<file path="src/rtl/os_drain_collector.sv">
// os_drain_collector
//   Drains an output-stationary PE array one row at a time. After a settle
//   window it captures the last-row MAC outputs of every column, presents
//   them on a valid/ready output register, pulses cscan_en to shift the
//   chain by one row, and repeats until all ROWS rows are delivered. It then
//   pulses reg_clear/done and returns to IDLE. abort ends a drain early and
//   clears the array; reset abandons it silently.
//
// Ports
//   clk, rst_n   clock, synchronous active-low reset
//   start        one-cycle drain request (sampled in IDLE only)
//   abort        terminate drain and clear the array (ignored in IDLE)
//   mac_col_in   last-row MAC outputs, column c at [c*WIDTH_MAC +: WIDTH_MAC]
//   cscan_en     scan-shift enable broadcast to the PEs
//   reg_clear    one-cycle accumulator clear broadcast to the PEs
//   out_data     captured row
//   out_row      index of captured row (0 = nearest the chain output)
//   out_valid    output beat valid
//   out_ready    consumer ready
//   out_last     marks the beat carrying row ROWS-1
//   busy         high whenever not IDLE
//   done         one-cycle pulse on normal drain completion
//
// state   | meaning
// IDLE    | waiting for start
// SETTLE  | pipeline flush countdown before the first capture
// CAPTURE | load the current chain output into the output register
// SHIFT   | one-cycle scan shift to bring the next row to the chain output
// CLEAR   | wait for the last beat to be taken, then clear the array
module os_drain_collector #(
  parameter int ROWS       = 4,
  parameter int COLS       = 4,
  parameter int WIDTH_MAC  = 48,
  parameter int SETTLE_CYC = 2,
  localparam int ROW_W     = (ROWS > 1) ? $clog2(ROWS) : 1
) (
  input  logic                      clk,
  input  logic                      rst_n,
  input  logic                      start,
  input  logic                      abort,
  input  logic [COLS*WIDTH_MAC-1:0] mac_col_in,
  output logic                      cscan_en,
  output logic                      reg_clear,
  output logic [COLS*WIDTH_MAC-1:0] out_data,
  output logic [ROW_W-1:0]          out_row,
  output logic                      out_valid,
  input  logic                      out_ready,
  output logic                      out_last,
  output logic                      busy,
  output logic                      done
);

  localparam logic [2:0] S_IDLE    = 3'd0;
  localparam logic [2:0] S_SETTLE  = 3'd1;
  localparam logic [2:0] S_CAPTURE = 3'd2;
  localparam logic [2:0] S_SHIFT   = 3'd3;
  localparam logic [2:0] S_CLEAR   = 3'd4;

  localparam logic [ROW_W-1:0] LAST_ROW    = ROW_W'(ROWS - 1);
  localparam logic [7:0]       SETTLE_LOAD = 8'(SETTLE_CYC);

  logic [2:0]       state;
  logic [7:0]       settle_cnt;
  logic [ROW_W-1:0] row_cnt;
  logic             out_free;
  logic             beat_taken;
  logic             load_beat;

  // The output register can take a new row if it is empty or its current
  // beat leaves on this same edge.
  assign out_free   = ~out_valid | out_ready;
  assign beat_taken = out_valid & out_ready;
  // abort wins over a capture that would otherwise happen on this edge.
  assign load_beat  = (state == S_CAPTURE) & out_free & ~abort;

  assign cscan_en = (state == S_SHIFT);
  assign busy     = (state != S_IDLE);

  always_ff @(posedge clk) begin
    if (!rst_n) begin
      state      <= S_IDLE;
      settle_cnt <= '0;
      row_cnt    <= '0;
      reg_clear  <= 1'b0;
      done       <= 1'b0;
      out_valid  <= 1'b0;
      out_data   <= '0;
      out_row    <= '0;
      out_last   <= 1'b0;
    end else begin
      reg_clear <= 1'b0;
      done      <= 1'b0;

      if (load_beat) begin
        out_data  <= mac_col_in;
        out_row   <= row_cnt;
        out_last  <= (row_cnt == LAST_ROW);
        out_valid <= 1'b1;
      end else if (beat_taken) begin
        out_valid <= 1'b0;
      end

      if (busy && abort) begin
        state     <= S_IDLE;
        out_valid <= 1'b0;
        reg_clear <= 1'b1;
      end else begin
        case (state)
          S_IDLE: begin
            if (start) begin
              settle_cnt <= SETTLE_LOAD;
              row_cnt    <= '0;
              state      <= S_SETTLE;
            end
          end
          S_SETTLE: begin
            if (settle_cnt == 8'd0) begin
              state <= S_CAPTURE;
            end else begin
              settle_cnt <= settle_cnt - 8'd1;
            end
          end
          S_CAPTURE: begin
            if (out_free) begin
              state <= (row_cnt == LAST_ROW) ? S_CLEAR : S_SHIFT;
            end
          end
          S_SHIFT: begin
            row_cnt <= row_cnt + 1'b1;
            state   <= S_CAPTURE;
          end
          S_CLEAR: begin
            // Clearing before the last beat leaves would be harmless to the
            // data already held, but done must mean "everything delivered".
            if (out_free) begin
              reg_clear <= 1'b1;
              done      <= 1'b1;
              state     <= S_IDLE;
            end
          end
          default: state <= S_IDLE;
        endcase
      end
    end
  end

endmodule

</file>
<file path="config.mk">
export PLATFORM = sky130hd
export DESIGN_NAME = os_drain_collector
export DESIGN_NICKNAME = d
export VERILOG_FILES = /design/src/rtl/os_drain_collector.sv
export SDC_FILE = /design/constraint.sdc
export NUM_CORES = 1
export LEC_CHECK = 0
export ABC_AREA = 0
export BUFFER_PORTS_ARGS = -buffer_cell sky130_fd_sc_hd__buf_2
export CORE_AREA = 2 2 156 158
export DETAILED_ROUTE_END_ITERATION = 8
export DIE_AREA = 0 0 158 160
export RECOVER_POWER = 50
export SLEW_MARGIN = 20
export SYNTH_ARGS = -nofsm -noshare
export SYNTH_HDL_FRONTEND = slang
export SYNTH_SLANG_ARGS = --single-unit
export TNS_END_PERCENT = 100
</file>
<file path="constraint.sdc">
create_clock -name clk -period 3.1 [get_ports clk]
set_clock_uncertainty 0.1 [all_clocks]
set_input_delay 0.465 -clock clk [delete_from_list [all_inputs] [get_ports clk]]
set_output_delay 0.465 -clock clk [all_outputs]
set_load 0.05 [all_outputs]
</file>
==> impl_metrics.tcl, run 1 <==
set metrics [dict create \
    setup_repair_after_global_routing_missed_its_margin "no" \
    count_of_flip_flops_with_a_built_in_enable_after_synthesis 0 \
    tns_ns 0 \
    worstSetupEndpointType "primary output" \
    fmax_ghz 0.417 \
    design.core.area_um2 23800 \
    setup_viol_count_final 0 \
    worst_hold_path_type "in2reg" \
    ios 397 \
    tritoncts "yes" \
    post-cts-setup-buffer-count 0 \
    initial_core_util_pct 34.3 \
    vdd_drop_max_v 0.000409 \
    grt_start_max_net_pins 127 \
    syn-num-nets 1157 \
    cts_root_buffer "clkbuf_16" \
    post-route-period-util_pct 77.4 \
    ys.warnings.count 0 \
    cp_data_arrival_time_ns 1.83 \
    crit_path_top_delay_cell "dfxtp_1" \
    routed_via_density 4.54 \
    max-slew-margin-rel_pct 55.5 \
    postSynthRegisterBits 211 \
    clk_transition_reported_paths_ns 0.06 \
    std_cell_rows 57 \
    die_y_um 160 \
    post_route_cells_drive_above_1_share_pct 18.7 \
    power_density_nw_per_um2 576 \
    drtAntennaViolNets 0 \
    mappedNetlistArea_um2 8160 \
    groute.usage.overall_pct 17.2 \
    cts_htree_levels 1 \
    remaining_drc_errors 0 \
    hold_violation_count_in_the_final_report 0 \
    tritoncts_num_sinks 211 \
    worst_path_largest_cell_delay_ns 0.54 \
    grt_pass1_wl_um 35900 \
    cts_resized 0 \
    crit_fanout 12 \
    mostFrequentLayoutCells "398 x nand2_1, 211 x dfxtp_1, 202 x clkbuf_1" \
    hold_buffers 0 \
    p_switching_w 0.00150 \
    fin_nets 1516 \
    leakage_nw 4.01 \
    global_route.usage.met1_pct 20.2 \
    p_seq_share_pct 45.0 \
    power_frac_clock_pct 46.0 \
    multi_input_comb_area_um2 3510 \
    layout_commonest_cell "nand2_1" \
    synth_top_area_share_pct 51.8 \
    wl_um 23100 \
    gr-usage-met2_pct 29.8 \
    max_slew.worst_pin.slew_ns 0.670 \
    synth_seq_area_share_pct 51.8 \
    synth_flop_cell "dfxtp_1" \
    status "finished, final reports clean" \
    dieArea_um2 25300 \
    clock_path_buffers 3 \
    layout.core_utilization_pct 45.4 \
    final.fill_count 2547 \
    syn_to_final_growth_pct 32.6 \
    die_width_um 158 \
    groute.layer.met3.usage_pct 4.83 \
    seqCellArea_um2 4220 \
    antenna_found_initial 1 \
    port-buffer-count 396 \
    intPower_w 0.00473 \
    num_vias 7515 \
    drv_slew 0 \
    synth_top_area_cell "dfxtp_1" \
    start_kind "flip-flop" \
    syn_inst 957 \
    overflow 0 \
    syn-mean-instance-area_um2 8.53 \
    critical_path.cell_chain "nor2b_1, and2_1, buf_2" \
    postSynth.asyncResetShare_pct 0 \
    clk-insertion-delay-late_ns 0.50 \
    final.min_clock_period_ns 2.40 \
    place.detailed.hpwl_um 15600 \
    initialDrtViolationCount 478 \
    worstPathRequired_ns 2.53 \
    drtPass1Iterations 4 \
    synth_top_cells_by_area "dfxtp_1 52%, nand2_1 18%, a21boi_1 14%, a21boi_0 4.4%, buf_6 1.9%" \
    grt.busiest_layer "met2" \
    p_sw_share_pct 24.0 \
    globalplace.congestion 0.817 \
    max_cap_viols 0 \
    synthDistinctLibCells 40 \
    cts_bufs_inserted 25 \
    grt_pass1_vias 6971 \
    critical_path_class "reg2out" \
    detail_route.wl_per_cell_um 13.9 \
    combinationalPowerShare_pct 9.0 \
]
==> cell type report <==
type / instances / share of cell area (%)
Multi-Input combinational cell: 670 / 32.4
Clock buffer: 33 / 6.52
Tap cell: 324 / 3.75
Inverter: 5 / 0.173
Antenna cell: 1 / 0.0231
Sequential cell: 211 / 39.0
Clock inverter: 8 / 0.867
Timing Repair Buffer: 403 / 17.2
==> state kept, by name (all words and copies together) (netlist names), 2 cells and up <==
signal / cells
out_data: 192
state: 3
out_row: 2
row_cnt: 2
settle_cnt: 8
==> worst max-delay path: cells and delay by family (launching register included) <==
kind / cells / cell delay (ns)
and+or+nand+nor: 2 / 0.50
DFF: 1 / 0.54
buffers and inverters: 1 / 0.28
==> Yosys cell counts (all sizes together), types with 4 or more instances <==
cell type / instances
dfxtp: 211
nand2: 398
inv: 5
o21ai: 8
nor2: 8
nor3: 4
nand2b: 4
nand3: 4
buf: 44
or3: 5
clkbuf: 27
a21boi: 198
a21oi: 7
==> path summary, 6_finish.rpt <==
path	from	to	slack, ns	depth (start not counted)
worst max-delay path	state[0]$_SDFFE_PP0P_	cscan_en	0.70	3
worst min-delay path	mac_col_in[174]	out_data[174]$_SDFFE_PN0P_	0.09	3
worst max register to register	state[1]$_SDFFE_PP0P_	out_data[71]$_SDFFE_PN0P_	0.96	6
worst min register to register	out_data[73]$_SDFFE_PN0P_	out_data[73]$_SDFFE_PN0P_	0.35	2
==> power groups by stage <==
stage                     registers, W  logic [W]  clock network (W)
final                          0.00280   0.000564            0.00286
after global routing           0.00281   0.000619            0.00308
after CTS                      0.00280   0.000580            0.00295
after detailed placement       0.00286   0.000578                  0
after global placement         0.00286   0.000575                  0
after floorplan                0.00297   0.000255                  0
==> metrics by stage <==
| stage | cell area (um^2) | hold slack, ns | total power (W) | setup slack [ns] | cells |
|---|---|---|---|---|---|
| 2_1_floorplan | 8160 | 0.352 | 0.00323 | 1.32 | 957 |
| 3_3_place_gp | 10300 | 0.337 | 0.00343 | 1.06 | 1613 |
| 3_5_place_dp | 10300 | 0.342 | 0.00344 | 1.03 | 1613 |
| 4_1_cts | 11100 | 0.0624 | 0.00633 | 0.650 | 1654 |
| 5_1_grt | 10800 | 0.0606 | 0.00650 | 0.551 | 1655 |
| 6_report | 10800 | 0.0856 | 0.00623 | 0.702 | 1655 |
==> layer usage <==
layer	up-vias	part of all wire (%)
met5	-	0
met4	0	2.9
met3	53	7.0
met2	235	48
met1	3411	42
li1	3816	-
==> cells by family after synthesis <==
family | after synthesis | synth area share, %
compound gates | 225 | 20.4
fa+ha+maj | 3 | 0.460
buf+inv | 76 | 5.46
flops | 211 | 51.8
mux | 2 | 0.245
simple gates | 440 | 21.7
Note: power is estimated with default switching activity, not from simulation.
==> run 2, diff against run 1 <==
--- a/config.mk
+++ b/config.mk
@@ -5,11 +5,11 @@
 export SDC_FILE = /design/constraint.sdc
 export NUM_CORES = 1
 export LEC_CHECK = 0
-export ABC_AREA = 0
+export ABC_AREA = 1
 export BUFFER_PORTS_ARGS = -buffer_cell sky130_fd_sc_hd__buf_2
-export CORE_AREA = 2 2 156 158
+export CORE_AREA = 2 2 154 156
 export DETAILED_ROUTE_END_ITERATION = 8
-export DIE_AREA = 0 0 158 160
+export DIE_AREA = 0 0 156 158
 export RECOVER_POWER = 50
 export SLEW_MARGIN = 20
 export SYNTH_ARGS = -nofsm -noshare
==> constraint.sdc (replaced) <==
create_clock -name clk -period 1.9 [get_ports clk]
set_clock_uncertainty 0.1 [all_clocks]
set_input_delay 0.285 -clock clk [delete_from_list [all_inputs] [get_ports clk]]
set_output_delay 0.285 -clock clk [all_outputs]
set_load 0.05 [all_outputs]
==> impl_metrics.tcl, run 2 <==
set metrics [dict create \
    status "finished, final reports clean" \
    tritoncts "yes" \
    power_density_nw_per_um2 1250 \
    ys.warnings.count 0 \
    final.min_clock_period_ns 1.78 \
    cts_root_buffer "clkbuf_16" \
    setup_repair_after_global_routing_missed_its_margin "yes" \
    critical_path.top_delay_family "flip-flops" \
    max_slew.worst_pin.slew_ns 0.665 \
    tritoncts_num_sinks 211 \
    final.fill_count 2182 \
    layout_commonest_cell "nor2_1" \
    synth_top_area_cell "dfxtp_1" \
    cts_bufs_inserted 23 \
    largest_reg_flops 192 \
    synth_flop_cell "dfxtp_1" \
    overflow 0 \
    n_antenna_cell 0 \
    post-place-cells 1641 \
    antenna_found_initial 0 \
    postLayoutCellArea_um2 12600 \
    grt_start_max_net_pins 82 \
    ios 397 \
    worst_hold_path_type "in2reg" \
    port-buffer-count 396 \
    top_regs "out_data x192, settle_cnt x8, state x3" \
    synth_seq_area_share_pct 54.4 \
    post-route-period-util_pct 93.9 \
    clk_transition_reported_paths_ns 0.06 \
    synth_top_cells_by_area "dfxtp_1 54%, nor2_1 20%, o21ai_0 9.9%, buf_6 4.5%, o21ai_1 3.0%" \
    initial_core_util_pct 33.7 \
    drtPass1Iterations 5 \
    critical_path_class "reg2out" \
    final-instance-count-excl-fill 1875 \
    count_of_flip_flops_with_a_built_in_enable_after_synthesis 0 \
    num_vias 8673 \
    groute.usage.overall_pct 20.1 \
    syn-num-nets 1193 \
    worstPathRequired_ns 1.51 \
    mappedNetlistArea_um2 7760 \
    syn_to_final_growth_pct 61.8 \
    synthDistinctLibCells 25 \
    critical_path.cell_chain "nor2_1, nand2_1, clkbuf_4" \
    wl_um 26700 \
    std_cell_rows 56 \
    place.detailed.hpwl_um 17000 \
    globalplace.congestion 0.861 \
    setup_viol_count_final 0 \
    worst-path-buf-inv 1 \
    grt_pass1_wl_um 40800 \
    drv_slew 0 \
    syn_inst 993 \
    vdd_drop_max_v 0.000634 \
    remaining_drc_errors 0 \
    cts_htree_levels 1 \
    fin_nets 1769 \
    dpl-instance-area_um2 9950 \
    max-slew-margin-rel_pct 55.8 \
    crit_fanout 5 \
    drtAntennaViolNets 0 \
    detail_route.wl_per_cell_um 14.3 \
    grt_pass1_vias 8507 \
    worstSetupEndpointType "primary output" \
    top_register "out_data" \
    report.power.total_w 0.0156 \
    dieArea_um2 24600 \
    max_cap_viols 0 \
    synth_top_area_share_pct 54.4 \
    cp_data_arrival_time_ns 1.40 \
    yosys.cell_count.top_type "nor2_1" \
    routed_via_density 4.63 \
    design.core.area_um2 23100 \
    postSynth.asyncResetShare_pct 0 \
    die_y_um 158 \
    syn-mean-instance-area_um2 7.81 \
    die_width_um 156 \
    post_route_cells_drive_above_1_share_pct 17.6 \
    leakage_nw 5.83 \
    start_kind "flip-flop" \
    hold_violation_count_in_the_final_report 0 \
    clock_path_buffers 3 \
    mostFrequentLayoutCells "412 x nor2_1, 211 x dfxtp_1, 196 x buf_2" \
    fmax_ghz 0.561 \
    initialDrtViolationCount 531 \
    postSynthRegisterBits 211 \
    clk-insertion-delay-late_ns 0.50 \
    tns_ns 0 \
    reg2reg_setup_slack_ns 0.13 \
    crit_path_top_delay_cell "dfxtp_1" \
    synth_commonest_cells "412 x nor2_1, 211 x dfxtp_1, 153 x o21ai_0" \
    worst_path_largest_cell_delay_ns 0.42 \
]
run 2: changes by cell type after synthesis, sizes merged, moves of 5 or more:
cell,previous run,this run
inv,5,25
buf,44,37
nand2,398,42
nand4,0,5
a21boi,198,0
o21ai,8,199
a21oi,7,14
or3,5,0
nor2,8,413
run 2: kinds of logic after synthesis:
kind of cell,after synthesis,share of synthesized area [%]
buf+inv,91,7.53
xor+xnor,3,0.339
simple gates,471,23.4
compound gates,214,13.8
fa+ha+maj,3,0.484
flops,211,54.4
run 2: worst reg2reg max path, stage by stage (launching register included):
cell and delay [ns]:
dfxtp_1 0.35, nor2_2 0.14, nand2_2 0.10, nor3_4 0.24, buf_12 0.15, inv_6 0.11, buf_12 0.21, nor2_1 0.20
nor2_1 0.07
run 2: final timing paths:
| kind | startpoint | to | cells after the start |
|---|---|---|---|
| setup / recovery | state[1]$_SDFFE_PP0P_ | busy | 3 |
| hold / removal | abort | reg_clear$_SDFF_PN0_ | 3 |
| setup reg to reg | state[2]$_SDFFE_PP0P_ | out_data[81]$_SDFFE_PN0P_ | 8 |
| hold reg to reg | settle_cnt[0]$_SDFFE_PN0P_ | settle_cnt[0]$_SDFFE_PN0P_ | 2 |
run 2: timing repair:
item,4_1_cts,5_1_grt
cloned,0,0
hold buffers,192,0
setup endpoints to repair,1,32
endpoints found under the hold margin,192,0
buffers inserted,0,1
pin swaps,0,1
resized for setup,1,4
run 2: cell type report:
type,instances,area (um^2),area share [%]
timing repair buffer,616,4020,32.0
multi-input combinational,691,2960,23.6
clock buffer,32,669,5.33
tap,290,363,2.89
inverter,26,103,0.817
sequential,211,4220,33.7
clock inverter,9,220,1.75
run 2: where the power goes:
part / total [W] / switching (W) / internal, W
Sequential: 0.00541 / 0.000351 / 0.00505
Clock: 0.00519 / 0.00180 / 0.00340
Combinational: 0.00504 / 0.00367 / 0.00137
Total: 0.0156 / 0.00582 / 0.00982
run 2: per-layer routing:
metal	track usage (%)	routed length, um	vias to the layer above
li1	-	-	4326
met1	22.1	10600	3928
met2	36.7	13200	346
met3	5.12	1930	73
met4	8.78	935	0
met5	0	0	-
run 2: per-stage QoR:
step | utilization [%] | setup slack, ns | hold slack [ns]
final | 54.5 | 0.116 | 0.0607
after global routing | 54.5 | -0.00502 | 0.0446
after global placement | 43.1 | 0.160 | 0.350
after CTS | 55.4 | 0.0566 | 0.0230
after detailed placement | 43.1 | 0.145 | 0.352
after floorplan | - | 0.0885 | 0.320
